**src/rtl/rc_batch_sequencer_if.sv**
```systemverilog
// Stream and core-bus signals of the Reinforced Concrete batch sequencer.
// The master modport is the sequencer's view; slave is the host/core environment's view.
interface rc_batch_sequencer_if #(
    parameter int N_BITS = 254
);
    logic [N_BITS-1:0] in_data;
    logic              in_valid;
    logic              in_ready;
    logic [N_BITS-1:0] out_data;
    logic              out_valid;
    logic              out_ready;
    logic              out_last;
    logic [N_BITS-1:0] core_inState;
    logic [1:0]        core_wr;
    logic [1:0]        core_rd;
    logic              core_enable;
    logic              core_reset;
    logic [N_BITS-1:0] core_outState;
    logic              core_done;

    modport master (
        input  in_data, in_valid, out_ready, core_outState, core_done,
        output in_ready, out_data, out_valid, out_last,
               core_inState, core_wr, core_rd, core_enable, core_reset
    );

    modport slave (
        output in_data, in_valid, out_ready, core_outState, core_done,
        input  in_ready, out_data, out_valid, out_last,
               core_inState, core_wr, core_rd, core_enable, core_reset
    );
endinterface

```
**src/rtl/rc_batch_sequencer.sv**
```systemverilog
// Host-side sequencer for the two-bank Reinforced Concrete core: loads a batch,
// runs the core, drains the results and resets the core between batches.
module rc_batch_sequencer #(
    parameter int N_BITS         = 254,
    parameter int WORDS_PER_BANK = 39,
    parameter int DONE_TIMEOUT   = 4096
) (
    input  logic                 clk,
    input  logic                 reset,
    rc_batch_sequencer_if.master bus,
    output logic                 busy,
    output logic                 timeout_err
);
    localparam int TOTAL = 2 * WORDS_PER_BANK;
    localparam int CW    = $clog2(TOTAL + 1);
    localparam int TW    = (DONE_TIMEOUT > 1) ? $clog2(DONE_TIMEOUT) : 1;

    localparam logic [CW-1:0] BANK_WORDS = CW'(WORDS_PER_BANK);
    localparam logic [CW-1:0] LAST_CNT   = CW'(TOTAL);
    localparam logic [CW-1:0] LAST_IDX   = CW'(TOTAL - 1);
    localparam logic [TW-1:0] TIMER_LAST = TW'(DONE_TIMEOUT - 1);

    localparam logic [2:0] S_CRST  = 3'd0;
    localparam logic [2:0] S_LOAD  = 3'd1;
    localparam logic [2:0] S_START = 3'd2;
    localparam logic [2:0] S_WAIT  = 3'd3;
    localparam logic [2:0] S_DRAIN = 3'd4;

    logic [2:0]        state_q, state_d;
    logic [CW-1:0]     word_cnt_q, word_cnt_d;
    logic [CW-1:0]     rd_cnt_q, rd_cnt_d;
    logic [TW-1:0]     timer_q, timer_d;
    logic              rd_inflight_q, rd_inflight_d;
    logic              out_valid_q, out_valid_d;
    logic              out_last_q, out_last_d;
    logic [N_BITS-1:0] out_data_q, out_data_d;
    logic              timeout_err_q, timeout_err_d;

    logic              in_ready_s;
    logic              in_hs_s;
    logic              rd_issue_s;

    // Handshake and read-issue qualifiers; strobes are held off while reset is applied.
    always_comb begin
        in_ready_s = (state_q == S_LOAD) && !reset;
        in_hs_s    = in_ready_s && bus.in_valid;
        rd_issue_s = (state_q == S_DRAIN) && !reset && !rd_inflight_q
                     && (!out_valid_q || bus.out_ready) && (rd_cnt_q < LAST_CNT);
    end

    // Next-state and datapath update for the batch sequence.
    always_comb begin
        state_d       = state_q;
        word_cnt_d    = word_cnt_q;
        rd_cnt_d      = rd_cnt_q;
        timer_d       = timer_q;
        rd_inflight_d = rd_inflight_q;
        out_valid_d   = out_valid_q;
        out_last_d    = out_last_q;
        out_data_d    = out_data_q;
        timeout_err_d = timeout_err_q;
        case (state_q)
            S_CRST: begin
                word_cnt_d    = '0;
                rd_cnt_d      = '0;
                rd_inflight_d = 1'b0;
                state_d       = S_LOAD;
            end
            S_LOAD: begin
                if (in_hs_s) begin
                    word_cnt_d = word_cnt_q + CW'(1);
                    state_d    = (word_cnt_q == LAST_IDX) ? S_START : S_LOAD;
                end else begin
                    word_cnt_d = word_cnt_q;
                end
            end
            S_START: begin
                timer_d = '0;
                state_d = S_WAIT;
            end
            S_WAIT: begin
                timer_d = timer_q + TW'(1);
                // core_done wins over a coinciding timeout
                if (bus.core_done) begin
                    state_d = S_DRAIN;
                end else if ((DONE_TIMEOUT != 0) && (timer_q == TIMER_LAST)) begin
                    timeout_err_d = 1'b1;
                    state_d       = S_CRST;
                end else begin
                    state_d = S_WAIT;
                end
            end
            S_DRAIN: begin
                if (rd_inflight_q) begin
                    // out_valid is always low here: a read is only issued once the slot is free
                    out_data_d    = bus.core_outState;
                    out_valid_d   = 1'b1;
                    out_last_d    = (rd_cnt_q == LAST_CNT);
                    rd_inflight_d = 1'b0;
                end else begin
                    if (out_valid_q && bus.out_ready) begin
                        out_valid_d = 1'b0;
                        out_last_d  = 1'b0;
                        state_d     = out_last_q ? S_CRST : S_DRAIN;
                    end else begin
                        out_valid_d = out_valid_q;
                    end
                    if (rd_issue_s) begin
                        rd_cnt_d      = rd_cnt_q + CW'(1);
                        rd_inflight_d = 1'b1;
                    end else begin
                        rd_cnt_d = rd_cnt_q;
                    end
                end
            end
            default: begin
                state_d = S_CRST;
            end
        endcase
    end

    // State and datapath registers with synchronous reset.
    always_ff @(posedge clk) begin
        if (reset) begin
            state_q       <= S_CRST;
            word_cnt_q    <= '0;
            rd_cnt_q      <= '0;
            timer_q       <= '0;
            rd_inflight_q <= 1'b0;
            out_valid_q   <= 1'b0;
            out_last_q    <= 1'b0;
            out_data_q    <= '0;
            timeout_err_q <= 1'b0;
        end else begin
            state_q       <= state_d;
            word_cnt_q    <= word_cnt_d;
            rd_cnt_q      <= rd_cnt_d;
            timer_q       <= timer_d;
            rd_inflight_q <= rd_inflight_d;
            out_valid_q   <= out_valid_d;
            out_last_q    <= out_last_d;
            out_data_q    <= out_data_d;
            timeout_err_q <= timeout_err_d;
        end
    end

    // Core strobes: bank 1 for the first WORDS_PER_BANK words, bank 2 for the rest.
    assign bus.core_wr      = in_hs_s ? ((word_cnt_q < BANK_WORDS) ? 2'b01 : 2'b10) : 2'b00;
    assign bus.core_rd      = rd_issue_s ? ((rd_cnt_q < BANK_WORDS) ? 2'b01 : 2'b10) : 2'b00;
    assign bus.core_inState = bus.in_data;
    assign bus.core_enable  = ((state_q == S_START) || (state_q == S_WAIT)) && !reset;
    assign bus.core_reset   = (state_q == S_CRST) && !reset;
    assign bus.in_ready     = in_ready_s;
    assign bus.out_data     = out_data_q;
    assign bus.out_valid    = out_valid_q;
    assign bus.out_last     = out_last_q;
    assign busy             = !((state_q == S_LOAD) && (word_cnt_q == '0));
    assign timeout_err      = timeout_err_q;
endmodule

```
**src/flat_wrapper.sv**
```systemverilog
// flat-port wrapper written by rule: the top's interface ports become plain ports
module rc_batch_sequencer_flat 
#(
    parameter int N_BITS         = 254,
    parameter int WORDS_PER_BANK = 39,
    parameter int DONE_TIMEOUT   = 4096
)
  (clk, reset, busy, timeout_err, bus_in_data, bus_in_valid, bus_out_ready, bus_core_outState, bus_core_done, bus_in_ready, bus_out_data, bus_out_valid, bus_out_last, bus_core_inState, bus_core_wr, bus_core_rd, bus_core_enable, bus_core_reset);
  rc_batch_sequencer_if #(.N_BITS(N_BITS)) bus_i ();
  input  logic clk;
  input  logic reset;
  output logic busy;
  output logic timeout_err;
  input wire logic [$bits(bus_i.in_data)-1:0] bus_in_data;
  input wire logic [$bits(bus_i.in_valid)-1:0] bus_in_valid;
  input wire logic [$bits(bus_i.out_ready)-1:0] bus_out_ready;
  input wire logic [$bits(bus_i.core_outState)-1:0] bus_core_outState;
  input wire logic [$bits(bus_i.core_done)-1:0] bus_core_done;
  output wire logic [$bits(bus_i.in_ready)-1:0] bus_in_ready;
  output wire logic [$bits(bus_i.out_data)-1:0] bus_out_data;
  output wire logic [$bits(bus_i.out_valid)-1:0] bus_out_valid;
  output wire logic [$bits(bus_i.out_last)-1:0] bus_out_last;
  output wire logic [$bits(bus_i.core_inState)-1:0] bus_core_inState;
  output wire logic [$bits(bus_i.core_wr)-1:0] bus_core_wr;
  output wire logic [$bits(bus_i.core_rd)-1:0] bus_core_rd;
  output wire logic [$bits(bus_i.core_enable)-1:0] bus_core_enable;
  output wire logic [$bits(bus_i.core_reset)-1:0] bus_core_reset;
  assign bus_i.in_data = bus_in_data;
  assign bus_i.in_valid = bus_in_valid;
  assign bus_i.out_ready = bus_out_ready;
  assign bus_i.core_outState = bus_core_outState;
  assign bus_i.core_done = bus_core_done;
  assign bus_in_ready = bus_i.in_ready;
  assign bus_out_data = bus_i.out_data;
  assign bus_out_valid = bus_i.out_valid;
  assign bus_out_last = bus_i.out_last;
  assign bus_core_inState = bus_i.core_inState;
  assign bus_core_wr = bus_i.core_wr;
  assign bus_core_rd = bus_i.core_rd;
  assign bus_core_enable = bus_i.core_enable;
  assign bus_core_reset = bus_i.core_reset;
  rc_batch_sequencer #(.N_BITS(N_BITS), .WORDS_PER_BANK(WORDS_PER_BANK), .DONE_TIMEOUT(DONE_TIMEOUT)) u_core (.clk(clk), .reset(reset), .bus(bus_i), .busy(busy), .timeout_err(timeout_err));
endmodule
```
**config.mk**
```make
export PLATFORM = sky130hd
export DESIGN_NAME = rc_batch_sequencer_flat
export DESIGN_NICKNAME = d
export VERILOG_FILES = /design/src/rtl/rc_batch_sequencer_if.sv /design/src/rtl/rc_batch_sequencer.sv /design/src/flat_wrapper.sv
export SDC_FILE = /design/constraint.sdc
export NUM_CORES = 1
export LEC_CHECK = 0
export CAP_MARGIN = 25
export CELL_PAD_IN_SITES_DETAIL_PLACEMENT = 0
export CELL_PAD_IN_SITES_GLOBAL_PLACEMENT = 1
export CORE_AREA = 3 3 400 402
export DETAILED_ROUTE_END_ITERATION = 8
export DIE_AREA = 0 0 403 405
export PLACE_DENSITY_LB_ADDON = 0.25
export SYNTH_ARGS = -nofsm -noshare
export SYNTH_HDL_FRONTEND = slang
export SYNTH_SLANG_ARGS = --single-unit
```
**constraint.sdc**
```tcl
create_clock -name clk -period 4 [get_ports clk]
set_clock_uncertainty 0.15 [all_clocks]
set_input_delay 1.2 -clock clk [delete_from_list [all_inputs] [get_ports clk]]
set_output_delay 1.2 -clock clk [all_outputs]
set_load 0.1 [all_outputs]
```
==> impl_metrics.json, run 1 <==
{
  "async_flop_share_pct": 0,
  "die_area_um2": 163000,
  "grt_overflow_total": 0,
  "slew_headroom_pct": 35.7,
  "hp-class": "register to register",
  "final_nets": 2360,
  "clockBufferDepth": 3,
  "hpwl_mm": 44.4,
  "synth_fa_ha_area_share_pct": 0.605,
  "comb_power_share_pct": 5.1,
  "worstRegToRegCells": 6,
  "grt_pass1_wl_mm": 84.0,
  "ctsHoldBuffers": 0,
  "synth_xor_area_share_pct": 0.353,
  "synth_area_um2": 12400,
  "pwr-share-clk_pct": 56.1,
  "fin_crit_ns": 3.88,
  "synth_top_family_by_area": "simple AND/OR/NAND/NOR gates",
  "cts_setup_buffers": 0,
  "setup_viol_count_final": 0,
  "synth-compound-area-share_pct": 12.8,
  "synth_cell_types": 47,
  "critPathLaunch": "bus_out_ready",
  "yosysSeqAreaShare_pct": 46.3,
  "row_count": 145,
  "initial_core_util_pct": 7.94,
  "synth-edff-count": 0,
  "power.switching_mw": 1.74,
  "seqPwrFrac_pct": 38.8,
  "final_antenna_net_count": 0,
  "die_h_um": 405,
  "p_leak_nw": 6.59,
  "synth-simple-area-share_pct": 20.5,
  "powerDensity_nw_per_um2": 383,
  "num_vias": 11200,
  "worstPathArrival_ns": 2.53,
  "antenna_found_initial": 11,
  "ys_warn_count": 0,
  "worst_setup_path_end_kind": "primary output",
  "firstDrtPassIters": 4,
  "synthCells": 1592,
  "place_area_um2": 17700,
  "maxCapViolations": 0,
  "max-vdd-ir-drop_uv": 226,
  "viasPerCell": 2.84,
  "cp-start-kind": "input pin",
  "min_from": "u_core.bus.out_data[58]$_SDFFE_PP0P_",
  "routabilityCongestion": 0.682,
  "p_int_mw": 5.65,
  "grt_usage_pct": 7.02,
  "numPortBuffers": 523,
  "n_fill_cell": 18200,
  "hold_viol": 0,
  "wl_per_cell_um": 15.4,
  "dpl.cell_count": 3853,
  "fin_setup_tns_ns": 0,
  "die_x_um": 403,
  "max_freq_mhz": 258,
  "cts_resized": 0,
  "timing.rr.start": "u_core.state_q[2]$_SDFFE_PP0P_",
  "clk_latency_ns": 0.59,
  "avgSynthCellArea_um2": 7.80,
  "max_slew.worst_pin.slew_ns": 0.965,
  "cts_buffers": 44,
  "critPathRequiredTime_ns": 2.65,
  "synth_fp_nets": 2111,
  "clk_pin_slew_worst_paths_ns": 0.05,
  "coreArea_um2": 156000,
  "layout-drive-gt1-share_pct": 20.6,
  "cp_max_fo": 2,
  "hold_path_depth": 2,
  "timing.final.crit_share_pct": 97.0,
  "wl_mm": 60.6,
  "grt_pass1_vias": 11400,
  "cts_tree": "built",
  "grt_max_degree": 135,
  "syn2layout_area_growth_pct": 55.3,
  "htreeDepth": 2,
  "muxShareOfSynthArea_pct": 0.605,
  "remaining_drc_errors": 0,
  "ys_ff_latch": 287,
  "swShare_pct": 23.6,
  "slew_violations": 0,
  "criticalPathCategory": "input pin to primary output",
  "rsz0062_at_grt": "false",
  "post-route-util_pct": 12.3,
  "io_pins": 1032,
  "drtIter0Drc": 341,
  "total_power_mw": 7.39,
  "finish.instance_area_um2": 19300,
  "synth_flop_cell": "dfxtp_1",
  "cts_root_buffer": "clkbuf_16",
  "status": "completed",
  "finalNonFillerCells": 3939,
  "cts_sinks": 287
}
## layout make-up
cell class	instances	area [um^2]	share of cell area (%)
clock inverter	12	130	0.675
sequential	287	5750	29.8
clock buffer	70	1410	7.32
multi-input combinational	947	4390	22.8
tap	2058	2570	13.4
antenna	4	10.0	0.0519
timing repair buffer	556	5000	25.9
inverter	5	18.8	0.0974
## state kept, by name, summed over array words and instances (netlist names)
| name | flops |
|---|---|
| u_core.rd_cnt_q | 7 |
| u_core.word_cnt_q | 7 |
| u_core.timer_q | 12 |
| u_core.rd_inflight_q | 1 |
| u_core.bus.out_last | 1 |
| u_core.bus.out_valid | 1 |
| u_core.timeout_err | 1 |
| u_core.bus.out_data | 254 |
| u_core.state_q | 3 |
## kinds of logic after synthesis
group,Yosys count
adders and majority gates,6
buffers and inverters,358
and+or+nand+nor,627
muxes,7
xor gates and xnor gates,5
DFF,287
AOI/OAI and AO/OA,302
## cell usage after synthesis (2+ instances only)
master / count / area share [%]
nand2_1: 530 / 16
dfxtp_1: 287 / 46
a21oi_1: 273 / 11
buf_4: 254 / 15
clkbuf_1: 68 / 2.1
buf_2: 30 / 1.2
nor2_1: 28 / 0.85
nand3_1: 17 / 0.69
ha_1: 6 / 0.60
nand2b_1: 6 / 0.30
nand3b_1: 6 / 0.36
o21ai_1: 6 / 0.24
nand4_1: 5 / 0.25
xnor2_1: 5 / 0.35
and2_1: 4 / 0.20
and4_1: 4 / 0.28
inv_1: 4 / 0.12
o21ai_0: 4 / 0.16
or3_1: 4 / 0.20
a2111oi_0: 3 / 0.21
a211oi_1: 3 / 0.18
a31oi_1: 3 / 0.15
mux2i_1: 3 / 0.24
nor3_1: 3 / 0.12
nor3b_1: 3 / 0.18
nor4b_1: 3 / 0.21
a22oi_1: 2 / 0.12
and3_1: 2 / 0.10
mux2_1: 2 / 0.18
mux2_2: 2 / 0.18
nand4b_1: 2 / 0.14
nor2b_1: 2 / 0.10
nor4_1: 2 / 0.10
o311ai_1: 2 / 0.14
or4_1: 2 / 0.12
## metrics by stage
step / hold slack [ns] / setup WS, ns
floorplan: 0.308 / -0.638
global placement: 0.294 / 0.115
detailed placement: 0.298 / 0.120
CTS: 0.306 / 0.107
global route: 0.318 / 0.0916
finish: 0.302 / 0.120
## cell usage in the layout (no fill, tap or decap), types with 3 or more instances in the layout
master	instances
mux2i_1	3
and4_1	4
or3_1	4
ha_1	6
o21ai_1	6
o21ai_0	4
nor3b_1	3
a211oi_1	3
nor3_1	3
dfxtp_1	287
buf_4	284
a2111oi_0	3
and2_1	3
clkbuf_8	17
clkbuf_16	46
buf_12	14
clkbuf_1	7
nand3_1	17
nand4_1	5
xnor2_1	5
nand2b_1	6
clkdlybuf4s50_1	257
a21oi_1	273
inv_1	4
nand2_1	529
diode_2	4
nor2_1	24
clkinv_2	6
a31oi_1	3
nand3b_1	6
## per-layer routing
| metal | routed length [um] | share of wire (%) | global-route usage, % | vias to the layer above |
|---|---|---|---|---|
| met4 | 2820 | 4.7 | 3.56 | 12 |
| met5 | 106 | 0.18 | 0.446 | - |
| met2 | 25500 | 42 | 10.1 | 513 |
| met1 | 24500 | 41 | 8.16 | 5045 |
| met3 | 7610 | 13 | 4.09 | 194 |
| li1 | - | - | - | 5407 |
## worst max-delay path: stages
cell	delay [ns]
clkdlybuf4s50_1	0.49
nor2b_1	0.06
a2111o_1	0.44
nor2_4	0.15
buf_12	0.19
## final timing paths
| kind | to | slack [ns] |
|---|---|---|
| max | bus_core_rd[1] | 0.12 |
| min | u_core.bus.out_data[58]$_SDFFE_PP0P_ | 0.30 |
| min reg2reg | u_core.bus.out_data[58]$_SDFFE_PP0P_ | 0.30 |
| max reg2reg | u_core.bus.out_data[188]$_SDFFE_PP0P_ | 1.36 |
## power groups by stage
stage          clock (mW)  sequential (mW)  combinational (mW)
2_1_floorplan           0             2.92                1.28
3_3_place_gp            0             2.92               0.386
3_5_place_dp            0             2.92               0.385
4_1_cts              4.42             2.86               0.387
5_1_grt              4.51             2.86               0.404
6_report             4.15             2.86               0.377
No activity file was read; power rests on OpenSTA's default activity.
==> run 2: changes to the inputs <==
==> constraint.sdc (replaced) <==
create_clock -name clk -period 4 [get_ports clk]
set_clock_uncertainty 0.15 [all_clocks]
set_input_delay 1.2 -clock clk [delete_from_list [all_inputs] [get_ports clk]]
set_output_delay 1.2 -clock clk [all_outputs]
set_load 0.01 [all_outputs]
==> run 2 against run 1 <==
Critical path depth is the same. Die area stayed put. Sequential share of layout area is 0.67 points lower. Highest routed layer unchanged.
==> impl_metrics.json, run 2 (synthesis gave the netlist of run 1 again) <==
{
  "slew_headroom_pct": 37.3,
  "coreArea_um2": 156000,
  "largest_reg_flops": 254,
  "critPathRequiredTime_ns": 2.65,
  "wl_per_cell_um": 16.4,
  "num_vias": 11300,
  "final_common_cell": "nand2_1",
  "rsz0062_at_grt": "false",
  "clk_latency_ns": 0.60,
  "powerDensity_nw_per_um2": 357,
  "drtIter0Drc": 402,
  "htreeDepth": 2,
  "hpwl_mm": 48.9,
  "layout-drive-gt1-share_pct": 6.12,
  "worst_hold_path.endpoint": "u_core.bus.out_data[116]$_SDFFE_PP0P_",
  "layout_common_cells": "nand2_1 (529), clkdlybuf4s50_1 (518), dfxtp_1 (286)",
  "worstRegToRegCells": 7,
  "p_leak_nw": 6.00,
  "slew_violations": 0,
  "routabilityCongestion": 0.692,
  "critPathSlowestCell": "clkdlybuf4s50_1",
  "die_h_um": 405,
  "cp_slowest_stage_delay_ns": 0.48,
  "r2r-end": "u_core.bus.out_data[17]$_SDFFE_PP0P_",
  "timing.rr.start": "u_core.state_q[0]$_SDFFE_PP0P_",
  "ctsHoldBuffers": 0,
  "total_power_mw": 7.04,
  "final_nets": 2366,
  "status": "completed",
  "die_x_um": 403,
  "antenna_found_initial": 27,
  "criticalPathCategory": "input pin to primary output",
  "place_area_um2": 18300,
  "path_cells": "clkdlybuf4s50_1 -> nor2b_1 -> a2111o_1 -> nor2_1 -> dlygate4sd2_1",
  "rrSetupSlack_ns": 1.63,
  "cp_max_fo": 3,
  "grt_pass1_wl_mm": 88.5,
  "clockBufferDepth": 3,
  "hold_viol": 0,
  "grt_pass1_vias": 11600,
  "finish.instance_area_um2": 19700,
  "grt_usage_pct": 7.53,
  "setup_viol_count_final": 0,
  "max_freq_mhz": 255,
  "grt_max_degree": 137,
  "crit_family": "buffers and inverters",
  "clk_pin_slew_worst_paths_ns": 0.05,
  "max-vdd-ir-drop_uv": 232,
  "numPortBuffers": 523,
  "hp-class": "register to register",
  "grt_overflow_total": 0,
  "firstDrtPassIters": 4,
  "fin_crit_ns": 3.92,
  "use_met1_pct": 8.04,
  "grtUsageMet3_pct": 4.54,
  "top_usage_layer": "met2",
  "remaining_drc_errors": 0,
  "die_area_um2": 163000,
  "maxCapViolations": 0,
  "cts_sinks": 287,
  "worstPathArrival_ns": 2.57,
  "initial_core_util_pct": 7.94,
  "cts_setup_buffers": 0,
  "max_slew.worst_pin.slew_ns": 0.940,
  "cp-start-kind": "input pin",
  "final_antenna_net_count": 0,
  "worst_setup_path_end_kind": "primary output",
  "io_pins": 1032,
  "wl_mm": 64.8,
  "viasPerCell": 2.87,
  "cts_buffers": 44,
  "row_count": 145,
  "cts_root_buffer": "clkbuf_16",
  "timing.final.crit_share_pct": 98.0,
  "syn2layout_area_growth_pct": 58.9,
  "min_from": "u_core.bus.out_data[116]$_SDFFE_PP0P_",
  "crit_buf_inv": 2,
  "cts_tree": "built",
  "met2_usage_pct": 11.5,
  "hold_path_depth": 2
}
-- run 2: cell count changes in the layout (fill, tap and decap cells not counted), sizes merged --
cell / previous run / this run
clkbuf: 70 / 65
bufinv: 2 / 0
buf: 299 / 40
dlymetal6s2s: 0 / 1
dlygate4sd2: 0 / 3
diode: 4 / 10
clkdlybuf4s50: 257 / 518
inv: 5 / 7
-- run 2: worst min-delay path, cell delays in order (launching register included) --
cell	delay (ns)
dfxtp_1	0.30
nand2_1	0.05
a21oi_1	0.05
-- run 2: stage by stage --
stage	utilization [%]	hold slack (ns)	worst slack, ns	instances	TNS [ns]
2_1_floorplan	-	0.308	0.449	1592	0
3_3_place_gp	11.7	0.293	-0.202	3859	-0.269
3_5_place_dp	11.7	0.296	-0.213	3859	-0.240
4_1_cts	12.6	0.303	0.0329	3936	0
5_1_grt	12.6	0.319	0.00437	3937	0
6_report	12.6	0.300	0.0790	3946	0
-- run 2: how the worst max path moves through the flow --
stage	start	endpoint	slack, ns	cells after the start
global route	bus_out_ready	bus_core_rd[1]	0.004	5
global placement	bus_out_ready	bus_core_rd[1]	-0.20	5
detailed placement	bus_out_ready	bus_core_rd[1]	-0.21	5
floorplan	reset	bus_core_wr[1]	0.45	4
CTS	reset	bus_core_wr[1]	0.03	6
finish	bus_out_ready	bus_core_rd[1]	0.08	5
-- run 2: metal layers --
layer	up-vias	wire length, um	share of wire [%]
met5	-	374	0.58
met4	32	3170	4.9
li1	5433	-	-
met1	5173	24600	38
met3	197	7860	12
met2	497	28800	44
-- run 2: timing repair --
item                                    CTS  global route
gates resized for setup                   5             2
endpoints found under the setup margin    3             1
endpoints found under the hold margin     0             0
-- run 2: where the power goes --
group | internal (mW) | leakage (nW) | total (mW) | switching, mW
logic | 0.244 | 3.00 | 0.366 | 0.122
clock network | 2.21 | 0.680 | 3.81 | 1.60
registers | 2.86 | 2.31 | 2.86 | 0.00244
-- run 2: area by class of cell --
type / count / area (um^2)
antenna: 10 / 25.0
multi-input combinational: 947 / 4340
inverter: 5 / 18.8
timing repair buffer: 562 / 5620
tap: 2058 / 2570
clock buffer: 65 / 1270
sequential: 287 / 5750
fill: 18100 / 137000
clock inverter: 12 / 124
